`config.mk`:
```
export PLATFORM = sky130hd
export DESIGN_NAME = uart_tx_source_switch
export DESIGN_NICKNAME = d
export VERILOG_FILES = /design/src/rtl/uart_tx_source_switch_pkg.sv /design/src/rtl/uart_tx_source_switch_line_idle_detector.sv /design/src/rtl/uart_tx_source_switch.sv
export SDC_FILE = /design/constraint.sdc
export NUM_CORES = 1
export LEC_CHECK = 0
export ABC_AREA = 1
export BUFFER_PORTS_ARGS = -buffer_cell sky130_fd_sc_hd__buf_2
export CAP_MARGIN = 20
export CORE_MARGIN = 1
export CORE_UTILIZATION = 40
export DETAILED_ROUTE_END_ITERATION = 7
export GPL_TIMING_DRIVEN = 0
export PLACE_DENSITY = 0.57
export SLEW_MARGIN = 25
export SYNTH_ARGS = -nofsm -noshare
export SYNTH_HDL_FRONTEND = slang
export SYNTH_SLANG_ARGS = --single-unit
```
`constraint.sdc`:
```
create_clock -name clk -period 2.3 [get_ports clk]
set_clock_uncertainty 0.1 [all_clocks]
set_input_delay 0 -clock clk [delete_from_list [all_inputs] [get_ports clk]]
set_output_delay 0 -clock clk [all_outputs]
set_load 0.02 [all_outputs]
```
`src/rtl/uart_tx_source_switch_pkg.sv`:
```
// Shared types and constants for the frame-aware TXD source switch.
package uart_tx_source_switch_pkg;

   // 12 MHz HSOSC / 115200 baud
   localparam int DEFAULT_BAUD_PERIOD = 104;

   localparam logic SRC_CPU = 1'b0;
   localparam logic SRC_OCD = 1'b1;

   typedef enum logic [1:0] {
      ST_PASS  = 2'd0,
      ST_DRAIN = 2'd1,
      ST_BLANK = 2'd2
   } state_t;

endpackage

```
`src/rtl/uart_tx_source_switch_line_idle_detector.sv`:
```
// Saturating count of consecutive high samples on a UART line; idle_full marks
// a full frame-length of idle.
module uart_line_idle_detector #(
   parameter int IDLE_CYCLES = 1040
) (
   input  logic clk,
   input  logic reset,
   input  logic line,
   input  logic clear,
   output logic idle_full
);

   localparam int CW = $clog2(IDLE_CYCLES + 1);
   localparam logic [CW-1:0] FULL = CW'(IDLE_CYCLES);

   logic [CW-1:0] count;

   always_ff @(posedge clk or posedge reset) begin
      if (reset) begin
         count <= '0;
      end else if (clear || !line) begin
         count <= '0;
      end else if (count != FULL) begin
         count <= count + 1'b1;
      end
   end

   assign idle_full = (count == FULL);

endmodule

```
`src/rtl/uart_tx_source_switch.sv`:
```
// 2:1 TXD arbiter between CPU and OCD UART streams; the source changes only
// after the line has been idle for a whole frame, so no byte is cut or spliced.
//
// state    | meaning
// PASS     | granted source copied to TXD with one cycle of latency
// DRAIN    | change requested, waiting for a frame-length idle on the current source
// BLANK    | new source granted, TXD held high until that source proves idle
module uart_tx_source_switch
   import uart_tx_source_switch_pkg::*;
#(
   parameter int   BAUD_PERIOD = DEFAULT_BAUD_PERIOD,
   parameter int   IDLE_BITS   = 10,
   parameter logic INIT_SRC    = SRC_CPU
) (
   input  logic clk,
   input  logic reset,
   input  logic sel_ocd1_cpu0,
   input  logic tx_cpu,
   input  logic tx_ocd,
   output logic TXD,
   output logic active_src,
   output logic switch_pending,
   output logic blanked
);

   localparam int IDLE_CYCLES = IDLE_BITS * BAUD_PERIOD;

   state_t state, state_n;
   logic   active_n;
   logic   txd_q, txd_n;
   logic   blanked_q, blanked_n;
   logic   cur_tx;
   logic   req;
   logic   clear;
   logic   idle_full;

   assign cur_tx = (active_src == SRC_OCD) ? tx_ocd : tx_cpu;
   assign req    = (sel_ocd1_cpu0 != active_src);

   uart_line_idle_detector #(
      .IDLE_CYCLES(IDLE_CYCLES)
   ) u_idle (
      .clk      (clk),
      .reset    (reset),
      .line     (cur_tx),
      .clear    (clear),
      .idle_full(idle_full)
   );

   always_ff @(posedge clk or posedge reset) begin
      if (reset) begin
         state      <= ST_BLANK;
         active_src <= INIT_SRC;
         txd_q      <= 1'b1;
         blanked_q  <= 1'b1;
      end else begin
         state      <= state_n;
         active_src <= active_n;
         txd_q      <= txd_n;
         blanked_q  <= blanked_n;
      end
   end

   always_comb begin
      state_n   = state;
      active_n  = active_src;
      blanked_n = blanked_q;
      txd_n     = blanked_q ? 1'b1 : cur_tx;
      clear     = 1'b0;
      case (state)
         ST_PASS: begin
            blanked_n = 1'b0;
            txd_n     = cur_tx;
            if (req) state_n = ST_DRAIN;
         end
         ST_DRAIN: begin
            // A blanked drain (entered from BLANK) must not expose an unproven source
            if (!req) begin
               state_n = blanked_q ? ST_BLANK : ST_PASS;
            end else if (idle_full) begin
               active_n  = ~active_src;
               clear     = 1'b1;
               state_n   = ST_BLANK;
               blanked_n = 1'b1;
               txd_n     = 1'b1;
            end
         end
         ST_BLANK: begin
            txd_n     = 1'b1;
            blanked_n = 1'b1;
            if (req) begin
               state_n = ST_DRAIN;
            end else if (idle_full) begin
               state_n   = ST_PASS;
               blanked_n = 1'b0;
            end
         end
         default: begin
            state_n   = ST_BLANK;
            blanked_n = 1'b1;
            txd_n     = 1'b1;
         end
      endcase
   end

   assign TXD            = txd_q;
   assign blanked        = blanked_q;
   assign switch_pending = req;

endmodule
```
## Word level (Yosys, flattened, before mapping)

Index checks and enable logic that the tools add are counted.
Widths: inputs -> output; s select.

| operators by class | value |
|---|---|
| $add $sub $neg | 1 |
| eq/ne operators | 10 |
| reduce and logical (&&, ||, !) cells | 7 |
| muxes and demuxes | 22 |
| bitwise logic cells | 1 |

Operators by type and width:

| operator | number |
|---|---|
| $mux 11 | 2 |
| $mux 2 | 6 |
| $add 11x1->11 const B | 1 |
| $eq 11x11->1 const B | 1 |
| $mux 1 | 11 |
| $ne 11x11->1 const B | 1 |
| $ne 2x2->1 const B | 3 |
| $ne 3x3->1 const B | 2 |
| $pmux 2 s3 | 1 |
| $reduce_and 3->1 | 2 |
| $pmux 1 s3 | 1 |
| $eq 2x1->1 const B | 1 |
| $eq 2x2->1 const B | 1 |
| $logic_not 2->1 | 1 |
| $pmux 1 s2 | 1 |
| $reduce_and 2->1 | 1 |
| $reduce_bool 2->1 | 1 |
| $logic_not 1->1 | 1 |
| $logic_or 1x1->1 | 1 |
| $ne 1x1->1 | 1 |
| $not 1->1 | 1 |

| word-level totals | value |
|---|---|
| input port bits | 5 |
| bits in registers | 16 |

## Longest topological paths before layout

| logic depth | value |
|---|---|
| word-level depth | 6 |
| gate-level depth with buffers | 8 |

## Modules after synthesis

From an unflattened synthesis, not the netlist that was laid out.

| second synthesis, totals | value |
|---|---|
| cells, all modules | 145 |
| area, all modules | 1049.8 um^2 |

By module, submodules not included:

| module | cells an instance | instances | area an instance (um^2) | seq. area each (um^2) |
|---|---|---|---|---|
| uart_line_idle_detector | 95 | 1 | 691.9 | 275.3 |
| uart_tx_source_switch | 50 | 1 | 357.8 | 128.9 |

## Worst setup path after synthesis

Ideal clock, no wire load.

| path | value |
|---|---|
| path kind | reg-to-reg |
| from | register u_idle.count[0] |
| to | register u_idle.count[10] |
| setup time | 119 ps |
| clock period less this slack | 1436 ps |
| arrival | 1217 ps |
| cell stages (with the launch flop) | 8 |
| setup slack | 864 ps |
| path buffers | 0 |
| required time | 2081 ps |
| cells stage by stage | dfrtp_1 > inv_1 > ha_1 > nand3_4 > nor2_4 > nand3_4 > nand2_8 > nor2_2 |

| on the way | value |
|---|---|
| cells in the longest elaborated chain, start to end | 6 |
| elaborated cells on any way between the ends | 10 |
| classes of those cells | 1 x add/sub; 2 x eq/ne; 5 x mux; 2 x reduce/logical |

Ends and longest elaborated chain:

| element | line | text |
|---|---|---|
| from (decl) | uart_tx_source_switch_line_idle_detector.sv:16 | `logic [CW-1:0] count;` |
| from (signal assigned) | uart_tx_source_switch_line_idle_detector.sv:24 | `count <= count + 1'b1;` |
| parallel branches: the longest is 6 deep, another holds $add 11x1->11 | n/a |  |

Several ways; the timed one is not identified. The select of a mux whose other input is x is not followed.
A chain may end at the register's enable or synchronous reset.

## Worst setup path after layout

| path | value |
|---|---|
| from | register u_idle.count[0] |
| to | register u_idle.count[5] |

Same word-level chain as after synthesis.

==> flow_summary_export.csv <==
group,metric,value,unit
placement,post_dp_cell_area,0.00111,sq mm
placement,io_buffers,8,
clocking,clock_sinks,16,
grt,antenna_found_initial,0,
critical_path,reg2reg_depth,7,
critical_path,cp_data_arrival_time,1630,ps
synthesis,synth_cell_types,26,
placement,gp_congestion,0.799,
finish,fin_util,46.9,%
grt,first_global_vias,782,
critical_path,end_kind,"flop",
clocking,postCtsSetupBuffers,0,
synthesis,synthesis.area,0.00104,sq mm
drt,first_pass_iters,4,
grt,grt_usage,17.0,%
grt,grt_pass1_wl,3420,um
sta,finalMaxSlewViolations,0,
drt,vias,795,
clocking,holdBufCountCts,1,
die,die_w,52.9,um
drt,routed_via_density,4.82,
critical_path,path_class,"flop to flop",
drt,postRouteAntennaNets,0,
sta,relSlewSlack,56.2,%
sta,min_period,1560,ps
power,p_leak,0.000491,uW
power,power.density,521,mW/mm^2
clocking,ctsHtreeMaxLevel,1,
die,dieArea,0.00280,sq mm
clocking,cts_max_path_buffers,2,
critical_path,path_buf_inv,1,
clocking,cts_buffers,3,
critical_path,crit_chain,"inv_1 -> ha_1 -> nand3_4 -> nor2_4 -> nand3_4 -> nand2_8 -> nor2_2",
finish,stdcell_area,0.00115,sq mm
finish,layoutNonFillerInstCount,165,
drt,drt-initial-drc-count,5,
finish,num_antenna_cells,0,
critical_path,endpoint,"u_idle.count[5]",
grt,grt_overflow,0,
sta,setup_violations,0,
critical_path,crit_cells,7,
critical_path,path_common_cell,"nand3_4",
finish,drive_above_1_share,31.1,%
finish,seq_area,404,sq um
power,ir_worst_vdd,0.000324,V
drt,wl_per_cell,11.9,um
critical_path,critPathLaunch,"u_idle.count[0]",
synthesis,yosysTopAreaCell,"dfrtp_1",
clocking,cts_root_buffer,"clkbuf_4",
job,cap_violations,0,
synthesis,synthCells,122,
clocking,cts_resized,0,
clocking,tritoncts,"yes",
die,start_util,42.3,%
die,core.rowCount,18,
clocking,clk_latency,280,ps
die,io_pins,9,
sta,timing.fmax,641,MHz
sta,tightest_slew,656,ps
drt,totalWireLength,1960,um
critical_path,worstPathRequired,2370,ps
synthesis,netlist.area_leader.share,31.4,%
sta,setup-tns-final,0,ps
drt,drc,0,
synthesis,syn-num-nets,129,
synthesis,yosys-top-cells-area,"dfrtp_1 (31%), nand2_1 (9.0%), dfstp_2 (7.6%), nor2_2 (6.6%), xor2_1 (5.9%)",
synthesis,synth-seq-cells,16,
worst_hold_path,hold_path_class,"primary input to flop",
placement,placed_cells,160,
synthesis,ys_seq_area_share,39.0,%
synthesis,yosys_warnings,0,
finish,num-nets-final,143,
synthesis,postSynthAreaPerCell,8.50,sq um
clocking,clkTransAtPathRegs,100,ps
finish,area_growth_syn_to_layout,11.0,%
critical_path,crit_slowest_cell,"dfrtp_1",
critical_path,r2r_end,"u_idle.count[5]",
die,dieHeight,52.9,um
finish,num-fill-cells,253,
critical_path,r2r-start,"u_idle.count[0]",
critical_path,critPathMaxStageDelay,420,ps
placement,dp_hpwl,1470,um
grt,grt_max_degree,17,
critical_path,cp_max_fo,9,
outcome,status,"finished clean",
sta,holdWs,26.6,ps
sta,rsz0062_at_grt,"false",
die,core,0.00245,sq mm
sta,final_hold_viol_count,0,
sta,min_period_over_period,67.8,%
critical_path,cp-start-kind,"flop",
critical_path,cp_top_family,"simple AND/OR/NAND/NOR gates",
critical_path,r2r_slack,740,ps
finish,multi_input_area,562,sq um
worst reg2reg max path: cells and delay by family (launching register included):
kind          cells  cell delay (ps)
fa+ha+maj         1              230
buf+inv           1              120
flops             1              420
simple gates      5              580
registers in the layout, indices dropped and copies added (netlist names):
register	count
TXD	1
active_src	1
blanked	1
state	2
u_idle.count	11
synth_stat cells:
library cell,count
a21oi_1,3
buf_6,1
nand2_2,4
nand4_1,3
dfrtp_1,13
nand3_4,2
nor3b_1,2
nand2_8,1
dfstp_2,3
nor2_2,11
nor2_4,3
o21ai_0,1
nor3_1,1
xnor2_1,2
inv_1,14
xor2_1,7
o21ai_1,1
o2111ai_1,1
nand3_1,8
a21oi_2,1
ha_1,2
nand3_2,1
nor2_1,8
inv_2,2
nor3_2,2
nand2_1,25
worst min path at each step:
stage                 endpoint  depth (start not counted)          start
2_1_floorplan       active_src                          1          reset
3_3_place_gp   u_idle.count[5]                          2          reset
3_5_place_dp   u_idle.count[5]                          2          reset
4_1_cts               state[0]                          4  sel_ocd1_cpu0
5_1_grt               state[0]                          4  sel_ocd1_cpu0
6_report              state[0]                          4  sel_ocd1_cpu0
report_power, final:
part / internal (uW) / total (uW) / switching [uW]
clock: 67.3 / 155 / 87.9
combinational: 40.1 / 113 / 73.2
sequential: 313 / 332 / 18.5
layout by cell type (no fill, tap or decap), types with 4 or more instances in the layout:
cell type	netlist	layout
buf_2	0	8
dfrtp_1	13	13
inv_1	14	14
nand2_1	25	25
nand2_2	4	4
nand3_1	8	8
nor2_1	8	8
nor2_2	11	11
xor2_1	7	7
per-layer routing:
layer	GRT usage [%]	vias to the layer above	wire, um
met5	0	-	0
met4	6.58	0	13
met3	3.45	2	42
met2	27.4	8	919
met1	22.1	373	986
li1	-	412	-
cell families after synthesis:
kind of cell / count (synthesis) / share of synthesized area, %
AND/OR/NAND/NOR: 71 / 40.0
adder cells (fa/ha/maj): 2 / 2.41
XOR/XNOR: 9 / 7.60
AO/OA/AOI/OAI: 7 / 4.10
buffers and inverters: 17 / 6.88
flip-flops: 16 / 39.0
through the flow:
| step | worst slack (ps) | total power [uW] |
|---|---|---|
| 2_1_floorplan | 864 | 420 |
| 3_3_place_gp | 778 | 447 |
| 3_5_place_dp | 754 | 450 |
| 4_1_cts | 732 | 612 |
| 5_1_grt | 623 | 647 |
| 6_report | 740 | 600 |
cell type report:
| cell class | count | share of cell area (%) |
|---|---|---|
| multi-input cells | 89 | 48.8 |
| flip-flops and latches | 16 | 35.1 |
| well taps | 30 | 3.26 |
| inverters | 16 | 5.22 |
| clock buffers | 4 | 2.28 |
| plain buffers | 1 | 0.978 |
| repair buffers | 9 | 4.35 |
Power figures use the tool's default switching activity.
